==> src/rtl/sgm_pkg.sv <==
// Shared definitions for the sum/mean datapath: width derivations used by both
// the adder tree and the divider, plus the divider FSM state encoding.
package sgm_pkg;

    typedef enum logic [1:0] {
        IDLE = 2'd0,
        BUSY = 2'd1,
        DONE = 2'd2
    } state_e;

    // Width of the adder-tree sum of arr_l elements, each data_depth bits wide.
    function automatic int sum_depth(input int data_depth, input int arr_l);
        return $clog2(arr_l) + data_depth;
    endfunction

    // Width that can hold any element count from 0 to arr_l.
    function automatic int cnt_depth(input int arr_l);
        return $clog2(arr_l + 1);
    endfunction

endpackage

==> src/rtl/sum_divider.sv <==
// Sequential restoring divider: divides an adder-tree sum by its element count,
// one quotient bit per cycle, with valid/ready handshakes on both sides.
module sum_divider
    import sgm_pkg::*;
#(
    parameter  int data_depth = 8,
    parameter  int ArrL       = 4,
    localparam int sumDepth   = sum_depth(data_depth, ArrL),
    localparam int cntDepth   = cnt_depth(ArrL)
) (
    input  logic                clk,
    input  logic                rst_n,
    input  logic                in_valid,
    output logic                in_ready,
    input  logic [sumDepth-1:0] SumIn,
    input  logic [cntDepth-1:0] Divisor,
    output logic                out_valid,
    input  logic                out_ready,
    output logic [sumDepth-1:0] Quot,
    output logic [cntDepth-1:0] Rem,
    output logic                DivZero
);

    localparam int IterW = $clog2(sumDepth + 1);

    state_e              state_q;
    logic [IterW-1:0]    iter_q;
    logic [sumDepth-1:0] dvd_q;      // dividend shifts out MSB first, quotient bits shift in
    logic [cntDepth-1:0] dsr_q;
    logic [cntDepth:0]   rem_q;
    logic [sumDepth-1:0] quot_q;
    logic [cntDepth-1:0] rem_out_q;
    logic                div_zero_q;

    logic [cntDepth:0]   rem_shift;
    logic                q_bit;
    logic [cntDepth:0]   rem_d;
    logic [sumDepth-1:0] dvd_d;

    // NOTE: every signal assigned in always_comb gets a value on every path, so no latch is inferred.
    always_comb begin
        rem_shift = (rem_q << 1) | {{cntDepth{1'b0}}, dvd_q[sumDepth-1]};
        q_bit     = rem_shift >= {1'b0, dsr_q};
        rem_d     = q_bit ? (rem_shift - {1'b0, dsr_q}) : rem_shift;
        dvd_d     = {dvd_q[sumDepth-2:0], q_bit};
    end

    // NOTE: state is updated with non-blocking assignments so every register samples pre-edge values.
    always_ff @(posedge clk or negedge rst_n) begin
        if (!rst_n) begin
            state_q    <= IDLE;
            iter_q     <= '0;
            dvd_q      <= '0;
            dsr_q      <= '0;
            rem_q      <= '0;
            quot_q     <= '0;
            rem_out_q  <= '0;
            div_zero_q <= 1'b0;
        end else begin
            unique case (state_q)
                IDLE: begin
                    if (in_valid) begin
                        dvd_q <= SumIn;
                        dsr_q <= Divisor;
                        rem_q <= '0;
                        if (Divisor == '0) begin
                            quot_q     <= '1;
                            rem_out_q  <= '0;
                            div_zero_q <= 1'b1;
                            state_q    <= DONE;
                        end else begin
                            iter_q  <= IterW'(sumDepth);
                            state_q <= BUSY;
                        end
                    end
                end
                BUSY: begin
                    dvd_q  <= dvd_d;
                    rem_q  <= rem_d;
                    iter_q <= iter_q - IterW'(1);
                    if (iter_q == IterW'(1)) begin
                        quot_q     <= dvd_d;
                        rem_out_q  <= rem_d[cntDepth-1:0];
                        div_zero_q <= 1'b0;
                        state_q    <= DONE;
                    end
                end
                DONE: begin
                    if (out_ready) state_q <= IDLE;
                end
                default: state_q <= IDLE;
            endcase
        end
    end

    assign in_ready  = (state_q == IDLE);
    assign out_valid = (state_q == DONE);
    assign Quot      = quot_q;
    assign Rem       = rem_out_q;
    assign DivZero   = div_zero_q;

endmodule

==> config.mk <==
export PLATFORM = sky130hd
export DESIGN_NAME = sum_divider
export DESIGN_NICKNAME = d
export VERILOG_FILES = /design/src/rtl/sgm_pkg.sv /design/src/rtl/sum_divider.sv
export SDC_FILE = /design/constraint.sdc
export NUM_CORES = 1
export LEC_CHECK = 0
export ABC_AREA = 1
export CORE_MARGIN = 4
export CORE_UTILIZATION = 55
export DETAILED_ROUTE_END_ITERATION = 8
export DONT_BUFFER_PORTS = 1
export PLACE_DENSITY_LB_ADDON = 0.05
export SLEW_MARGIN = 15
export SYNTH_ARGS = -nofsm -noshare
export SYNTH_HDL_FRONTEND = slang
export SYNTH_SLANG_ARGS = --single-unit
==> constraint.sdc <==
create_clock -name clk -period 1.9 [get_ports clk]
set_input_delay 0.19 -clock clk [delete_from_list [all_inputs] [get_ports clk]]
set_output_delay 0.19 -clock clk [all_outputs]
set_load 0.02 [all_outputs]
# --- Word-level counts from Yosys, hierarchy flattened ---
# Cells that the tools add are included.
totals:
  wordCells: 53
  in_bits: 17
  register_bits: 36
classes:
  n_eq_ne: 8
  reduce_logical: 8
  n_addsub: 2
  order_cmp: 1
  muxes: 25
  n_bitwise: 1
ops:
  columns: ["op", "n"]
  rows:
  - ["$mux 10", 4]
  - ["$pmux 10 s2", 2]
  - ["$mux 3", 5]
  - ["$pmux 3 s2", 2]
  - ["$mux 2", 4]
  - ["$mux 4", 2]
  - ["$pmux 4 s2", 1]
  - ["$ne 2x2->1 const B", 3]
  - ["$pmux 2 s3", 1]
  - ["$reduce_and 3->1", 2]
  - ["$eq 4x1->1 const B", 1]
  - ["$ge 4x3->1", 1]
  - ["$ne 2x1->1 const B", 2]
  - ["$or 4x1->4", 1]
  - ["$reduce_and 2->1", 2]
  - ["$reduce_and 4->1", 1]
  - ["$sub 4x1->4 const B", 1]
  - ["$logic_not 3->1", 1]
  - ["$mux 1", 3]
  - ["$sub 3x3->3", 1]
  - ["$eq 2x1->1 const B", 1]
  - ["$eq 2x2->1 const B", 1]
  - ["$logic_not 2->1", 1]
  - ["$pmux 1 s2", 1]
  - ["$reduce_bool 2->1", 1]

# --- Depth between registers and ports, before layout ---
# Gate-level depths: netlist (run 1).
depth:
  word_depth: 5
  depth_mapped: 10
  depth_no_buf: 10

# --- Worst setup path after synthesis (run 1) ---
# OpenSTA, ideal clock, no wires.
synth_timing:
  path_kind: "flip-flop to flip-flop"
  from: "register dvd_q[9]"
  to: "register rem_q[0]"
  synth_period_minus_slack_ns: 1.501
  setup_ns: 0.083
  stages_incl_launch_ff: 11
  arrival_ns: 1.418
  slack_ns: 0.399
  n_path_buf: 0
  t_required_ns: 1.817
  cell_sequence: "dfrtp_1 -> inv_1 -> ha_1 -> fa_1 -> nand2_1 -> nand2_1 -> nand2_1 -> nand2_1 -> nand2_1 -> nand2_1 -> o21ai_0"
synth_between:
  elab_chain_cells: 4
synth_rtl:
  columns: ["element", "line_no", "rtl"]
  rows:
  - ["start, declared", "sum_divider.sv:28", "logic [sumDepth-1:0] dvd_q;"]
  - ["start signal, assigned", "sum_divider.sv:63", "dvd_q <= SumIn;"]
  - ["start signal, assigned", "sum_divider.sv:78", "dvd_q <= dvd_d;"]
  - ["$or 4x1->4 *", "sum_divider.sv:42", "rem_shift = (rem_q << 1) | {{cntDepth{1'b0}}, dvd_q[sumDepth-1]};"]
  - ["$ge 4x3->1 / $sub 3x3->3 (equally long branches)", "sum_divider.sv:43, sum_divider.sv:44", null]
  - ["$mux 3 *", "sum_divider.sv:44", "rem_d = q_bit ? (rem_shift - {1'b0, dsr_q}) : rem_shift;"]
  - ["$pmux 3 s2 *", "sum_divider.sv:60", "unique case (state_q)"]
  - ["end signal, assigned", "sum_divider.sv:79", "rem_q <= rem_d;"]
  - ["end, declared", "sum_divider.sv:30", "logic [cntDepth:0] rem_q;"]
# Mark *: on every way between the ends. The rest lies on a longest branch, timed or not.
# A chain may end at the register's enable or synchronous reset.

# --- Final worst setup path (run 1) ---
# Same ends and word-level chain as after synthesis.

==> results.toml, run 1 <==
[outcome]
run_status = "completed"

[layout]
drive_gt1_frac = 0.1009
final_nets = 240
synthToLayoutAreaGrowth_pct = 8.844
fin_util = 0.6254
num_antenna_cells = 0

[placement]
dp_hpwl_um = 2395
gp_congestion = 0.8316
port_buffers = 0
place_ws_ns = 0.2270

[route]
route.met3.wl_um = 176
ant_nets = 0
top_layer_used = "met4"
drt-wirelength-per-cell_um = 12.81
drc = 0
wl_met2_um = 1580
firstDrtPassIters = 4
viasPerCell = 5.065
routed_wl_um = 3356
wl_met1_um = 1528
drtIter0Drc = 62
num_vias = 1327

[logic_synthesis]
yosysMostFrequentCell = "nand2_1"
ys_warn_count = 0
synthFlopType = "dfrtp_1"
synth_top_area_cell = "dfrtp_1"
synth-edff-count = 0
syn_avg_cell_area_um2 = 8.434
synthTopCellsByCount = "nand2_1, dfrtp_1, inv_1"
synthDistinctLibCells = 22
syn_nets = 231
syn-instance-count = 208
synthesis.area_um2 = 1754
synthDominantCellAreaShare = 0.5136
synthArstFlopShare = 1.000
ys_ff_latch = 36
seq_area_frac_synth = 0.5136
synth_area_leaders = "dfrtp_1, nand2_1, o21ai_0"

[power_and_ir_drop]
internal_power_mw = 1.927
fin_total_pwr_mw = 3.694
vdd_ir_drop_max_mv = 0.7813
clkPwrFrac = 0.117
pwr-share-seq = 0.421
p_sw_frac = 0.4785
p_sw_mw = 1.767
p_per_area_nw_per_um2 = 1935
power_frac_comb = 0.462
cellLeakagePower_nw = 0.9891

[die]
die_x_um = 64.48
die_h_um = 64.48
initial_core_util = 0.5746
placementRows = 20
die_area_um2 = 4157
ios = 33
coreArea_um2 = 3053

[sta]
hold_viol = 0
fin_crit_ns = 1.721
finClkSkew_ns = 0.01648
fin_crit_sh = 0.9059
rsz0062_at_grt = "false"
worst-slew-pin-transition_ns = 0.4712
max_clock_freq_mhz = 581.0
fin_setup_tns_ns = 0
slew-limit-headroom = 0.6855
setup_violations = 0
worst_slack_ns = 0.1787
drv_slew = 0

[cts]
ctsResizeCount = 0
cts_made_buffers = 5
cts-root-buf = "clkbuf_4"
clk_pin_slew_ns = 0.11
cts.sinks = 36
hold_buffers = 6
htree_levels = 2
post_cts_buffers = 0
tritoncts = "done"
clockBufferDepth = 2
clk_latency_ns = 0.35

[job]
maxCapViolations = 0

[global_route]
grt_pass1_vias = 1262
grt_pass1_wl_um = 5713
antenna_found_initial = 0
grt_max_degree = 37
grt_overflow = 0
grtUsageTotal = 0.1812

[setup_path]
r2r_start = "dvd_q[9]$_DFFE_PN0P_"
worst_setup_path_end_kind = "flip-flop"
start_kind = "flip-flop"
cp.required_ns = 2.15
worstPathMaxFanout = 5
critPathKind = "flip-flop to flip-flop"
cp-startpoint = "dvd_q[9]$_DFFE_PN0P_"
cp.arrival_ns = 1.98

[min_path]
hold_path.class = "input pin to flip-flop"
hp-start = "Divisor[0]"
routing by layer:
layer / vias to the layer above / global-route usage
met5: - / 0
met4: 0 / 0.08707
met3: 9 / 0.06586
met2: 33 / 0.2861
met1: 612 / 0.2198
li1: 673 / -
logic make-up after synthesis:
| kind of cell | synth area share |
|---|---|
| simple gates | 0.2468 |
| flops | 0.5135 |
| buf+inv | 0.08701 |
| compound gates | 0.1056 |
| fa+ha+maj | 0.04708 |
cell usage in the layout, fill, tap and decap left out, types with 3 or more instances in the layout:
| cell | count |
|---|---|
| dlygate4sd3_1 | 5 |
| inv_1 | 23 |
| o211ai_1 | 8 |
| nand3_1 | 10 |
| o21ai_0 | 22 |
| nor2_1 | 7 |
| ha_1 | 5 |
| nand2_1 | 74 |
| buf_4 | 3 |
| dfrtp_1 | 36 |
| clkbuf_4 | 5 |
| inv_2 | 3 |
power by group through the flow:
stage / sequential, mW / combinational (mW) / clock (mW)
CTS: 1.56 / 1.73 / 0.446
global placement: 1.57 / 1.64 / 0
finish: 1.56 / 1.71 / 0.432
global route: 1.61 / 1.99 / 0.482
detailed placement: 1.58 / 1.69 / 0
floorplan: 1.52 / 1.45 / 0
final timing paths:
| path | to | slack (ns) | cells after the start |
|---|---|---|---|
| setup reg to reg | rem_q[0]$_DFFE_PN0P_ | 0.18 | 10 |
| max in group asynchronous | rem_q[0]$_DFFE_PN0P_ | 1.43 | 2 |
| hold reg to reg | dvd_q[0]$_DFFE_PN0P_ | 0.50 | 2 |
| hold / removal | dsr_q[0]$_DFFE_PN0P_ | 0.02 | 2 |
| setup / recovery | rem_q[0]$_DFFE_PN0P_ | 0.18 | 10 |
| min in group asynchronous | iter_q[2]$_DFFE_PN0P_ | 0.28 | 2 |
worst max-delay path, stage by stage, from the launching register on:
cell and delay (ns):
dfrtp_1 0.38, inv_1 0.06, ha_1 0.20, fa_1 0.40, nand2_1 0.08, nand2_1 0.11, nand2_1 0.13, nand2_1 0.06
nand2_1 0.07, nand2_1 0.05, o21ai_0 0.08
registers in the layout, indices dropped and copies added (netlist names):
register and cells:
Quot 10, dvd_q 10, iter_q 4, Rem 3
dsr_q 3, rem_q 3, state_q 2, DivZero 1
metrics by stage:
stage	hold slack (ns)	instance area (µm²)	cells
after floorplan	-0.1056	1754	208
after global placement	-0.1047	1777	248
after detailed placement	-0.1047	1777	248
after CTS	0.004168	1909	262
after global routing	0.006552	1909	262
final	0.02101	1909	262
final cells by class:
| class | count | area, µm² |
|---|---|---|
| inverters | 26 | 97.59 |
| clock buffers | 7 | 55.05 |
| repair buffers | 9 | 92.59 |
| multi-input cells | 139 | 700.7 |
| well taps | 44 | 55.05 |
| fillers | 294 | 1144 |
| clock inverters | 1 | 7.507 |
| flip-flops and latches | 36 | 900.9 |
Power figures use the tool's default switching activity.
==> inputs of run 2 (changes only) <==
Settings changed: CELL_PAD_IN_SITES_DETAIL_PLACEMENT set to 2, CELL_PAD_IN_SITES_GLOBAL_PLACEMENT set to 2, CORE_UTILIZATION 55 to 36.
==> run 2 against run 1 <==
  * Register-to-register slack got worse by 0.02 ns
  * Via count is 4.4% higher
  * Die area up 46%
  * Final cell count is 8.0% higher
  * Global-route usage fell by 1.0 points
  * Core utilization decreased by 21 points
  * Clock power grew 59%
  * Sequential cell count unchanged
==> results.toml, run 2 (synthesized netlist as in run 1, its figures left out) <==
[outcome]
run_status = "completed"

[layout]
fillers = 548
drive_gt1_frac = 0.1157
final_cell_mix = "nand2_1, dfrtp_1, inv_1, o21ai_0, nand3_1"
num_antenna_cells = 0
fin_cells = 283
final_nets = 238
ff_latch_area_um2 = 900.9
synthToLayoutAreaGrowth_pct = 12.13
multi_input_area_um2 = 703.2
final_common_cell = "nand2_1"

[sta]
setup_violations = 0
slew-limit-headroom = 0.7411
fin_crit_ns = 1.738
worst-slew-pin-transition_ns = 0.3869
max_clock_freq_mhz = 575.5
rsz0062_at_grt = "false"
hold_viol = 0
fin_setup_tns_ns = 0
fin_crit_sh = 0.9145
drv_slew = 0
finClkSkew_ns = 0.01108

[min_path]
hold_path.class = "input pin to flip-flop"

[global_route]
grtUsageTotal = 0.1712
grt_overflow = 0
top_usage_layer = "met2"
grt_util_met3 = 0.04640
grt_use_met2 = 0.2971
grt_max_degree = 37
use_met1 = 0.2042
grt_pass1_vias = 1547
grt_pass1_wl_um = 7941
antenna_found_initial = 0

[power_and_ir_drop]
p_sw_frac = 0.4777
fin_total_pwr_mw = 4.126
p_sw_mw = 1.971
p_per_area_nw_per_um2 = 2098
power_frac_comb = 0.451
pwr-share-seq = 0.382
clkPwrFrac = 0.167
vdd_ir_drop_max_mv = 0.5841
internal_power_mw = 2.155
cellLeakagePower_nw = 1.005

[die]
die_h_um = 77.81
die_area_um2 = 6054
initial_core_util = 0.3714
ios = 33
die_x_um = 77.81
coreArea_um2 = 4723
placementRows = 25

[cts]
clk_latency_ns = 0.30
cts-root-buf = "clkbuf_8"
htree_levels = 2
cts_made_buffers = 5
tritoncts = "done"
clockBufferDepth = 2
cts.sinks = 36
clk_pin_slew_ns = 0.07

[placement]
dp_hpwl_um = 3303
gp_congestion = 0.7379
port_buffers = 0
placed_cells = 272

[route]
firstDrtPassIters = 4
ant_nets = 0
num_vias = 1386
viasPerCell = 4.898
drt-wirelength-per-cell_um = 16.10
routed_wl_um = 4557
drc = 0
drtIter0Drc = 63

[setup_path]
critPathKind = "flip-flop to flip-flop"
cp.arrival_ns = 1.96
worstPathMaxFanout = 5
start_kind = "flip-flop"
cp.required_ns = 2.13
worst_setup_path_end_kind = "flip-flop"

[job]
maxCapViolations = 0
run 2: cell types whose count changed in the layout (fill, tap and decap cells not counted), sizes merged:
| cell | before | now |
|---|---|---|
| clkinv | 0 | 1 |
| buf | 4 | 5 |
| clkbuf | 7 | 5 |
| dlygate4sd3 | 5 | 2 |
| bufinv | 0 | 1 |
run 2: per-stage QoR:
stage	worst slack (ns)	cell area, µm²	util	hold WS [ns]
CTS	0.1094	1964	0.4159	0.01774
detailed placement	0.1305	1813	0.3838	-0.1046
finish	0.1624	1967	0.4164	0.02536
global route	0.02563	1967	0.4164	0.02175
floorplan	0.3995	1754	-	-0.1056
global placement	0.3091	1813	0.3838	-0.1046
run 2: timing repair:
action / 4_1_cts / 5_1_grt
hold endpoints to repair: 37 / 0
setup endpoints to repair: 0 / 2
setup buffers: 0 / 0
gates resized for setup: 0 / 1
hold buffers: 3 / 0
run 2: power groups by stage:
| stage | sequential [mW] | clock [mW] | combinational, mW |
|---|---|---|---|
| final | 1.58 | 0.689 | 1.86 |
| after global routing | 1.63 | 0.759 | 2.19 |
| after CTS | 1.59 | 0.713 | 1.90 |
| after detailed placement | 1.60 | 0 | 1.85 |
| after global placement | 1.58 | 0 | 1.71 |
| after floorplan | 1.52 | 0 | 1.45 |
run 2: path summary, 6_finish.rpt:
| check | start | to | slack [ns] | cells after the start |
|---|---|---|---|---|
| worst max register to register | dvd_q[9]$_DFFE_PN0P_ | Rem[0]$_DFFE_PN0P_ | 0.16 | 10 |
| worst min register to register | dvd_q[0]$_DFFE_PN0P_ | dvd_q[0]$_DFFE_PN0P_ | 0.51 | 2 |
| worst min-delay path | Divisor[1] | dsr_q[1]$_DFFE_PN0P_ | 0.03 | 2 |
| min in group asynchronous | rst_n | Quot[1]$_DFFE_PN0P_ | 0.36 | 2 |
| max in group asynchronous | rst_n | Rem[0]$_DFFE_PN0P_ | 1.35 | 2 |
| worst max-delay path | dvd_q[9]$_DFFE_PN0P_ | Rem[0]$_DFFE_PN0P_ | 0.16 | 10 |
run 2: layer usage:
metal  up-vias  wire length (µm)
met3         6               165
met5         -                 0
met2        20              2315
li1        673                 -
met4         0                51
met1       687              2025
run 2: worst max-delay path, cell delays in order, from the launching register on:
cell,delay [ns]
dfrtp_1,0.37
inv_1,0.06
ha_1,0.21
fa_1,0.41
nand2_1,0.09
nand2_1,0.13
nand2_2,0.12
nand2_1,0.06
nand2_1,0.08
nand3_1,0.08
nand2_1,0.08
run 2: area by class of cell:
cell class,instances,share of cell area
flip-flops and latches,36,0.4580
clock buffers,5,0.03499
repair buffers,7,0.03562
inverters,26,0.04962
clock inverters,3,0.02163
well taps,67,0.04262
multi-input cells,139,0.3575
==> inputs of run 3 (changes only) <==
Settings changed: GPL_ROUTABILITY_DRIVEN set to 0.
==> results of run 3 <==
No change in the layout: final DEF, timing and power equal those of run 2.
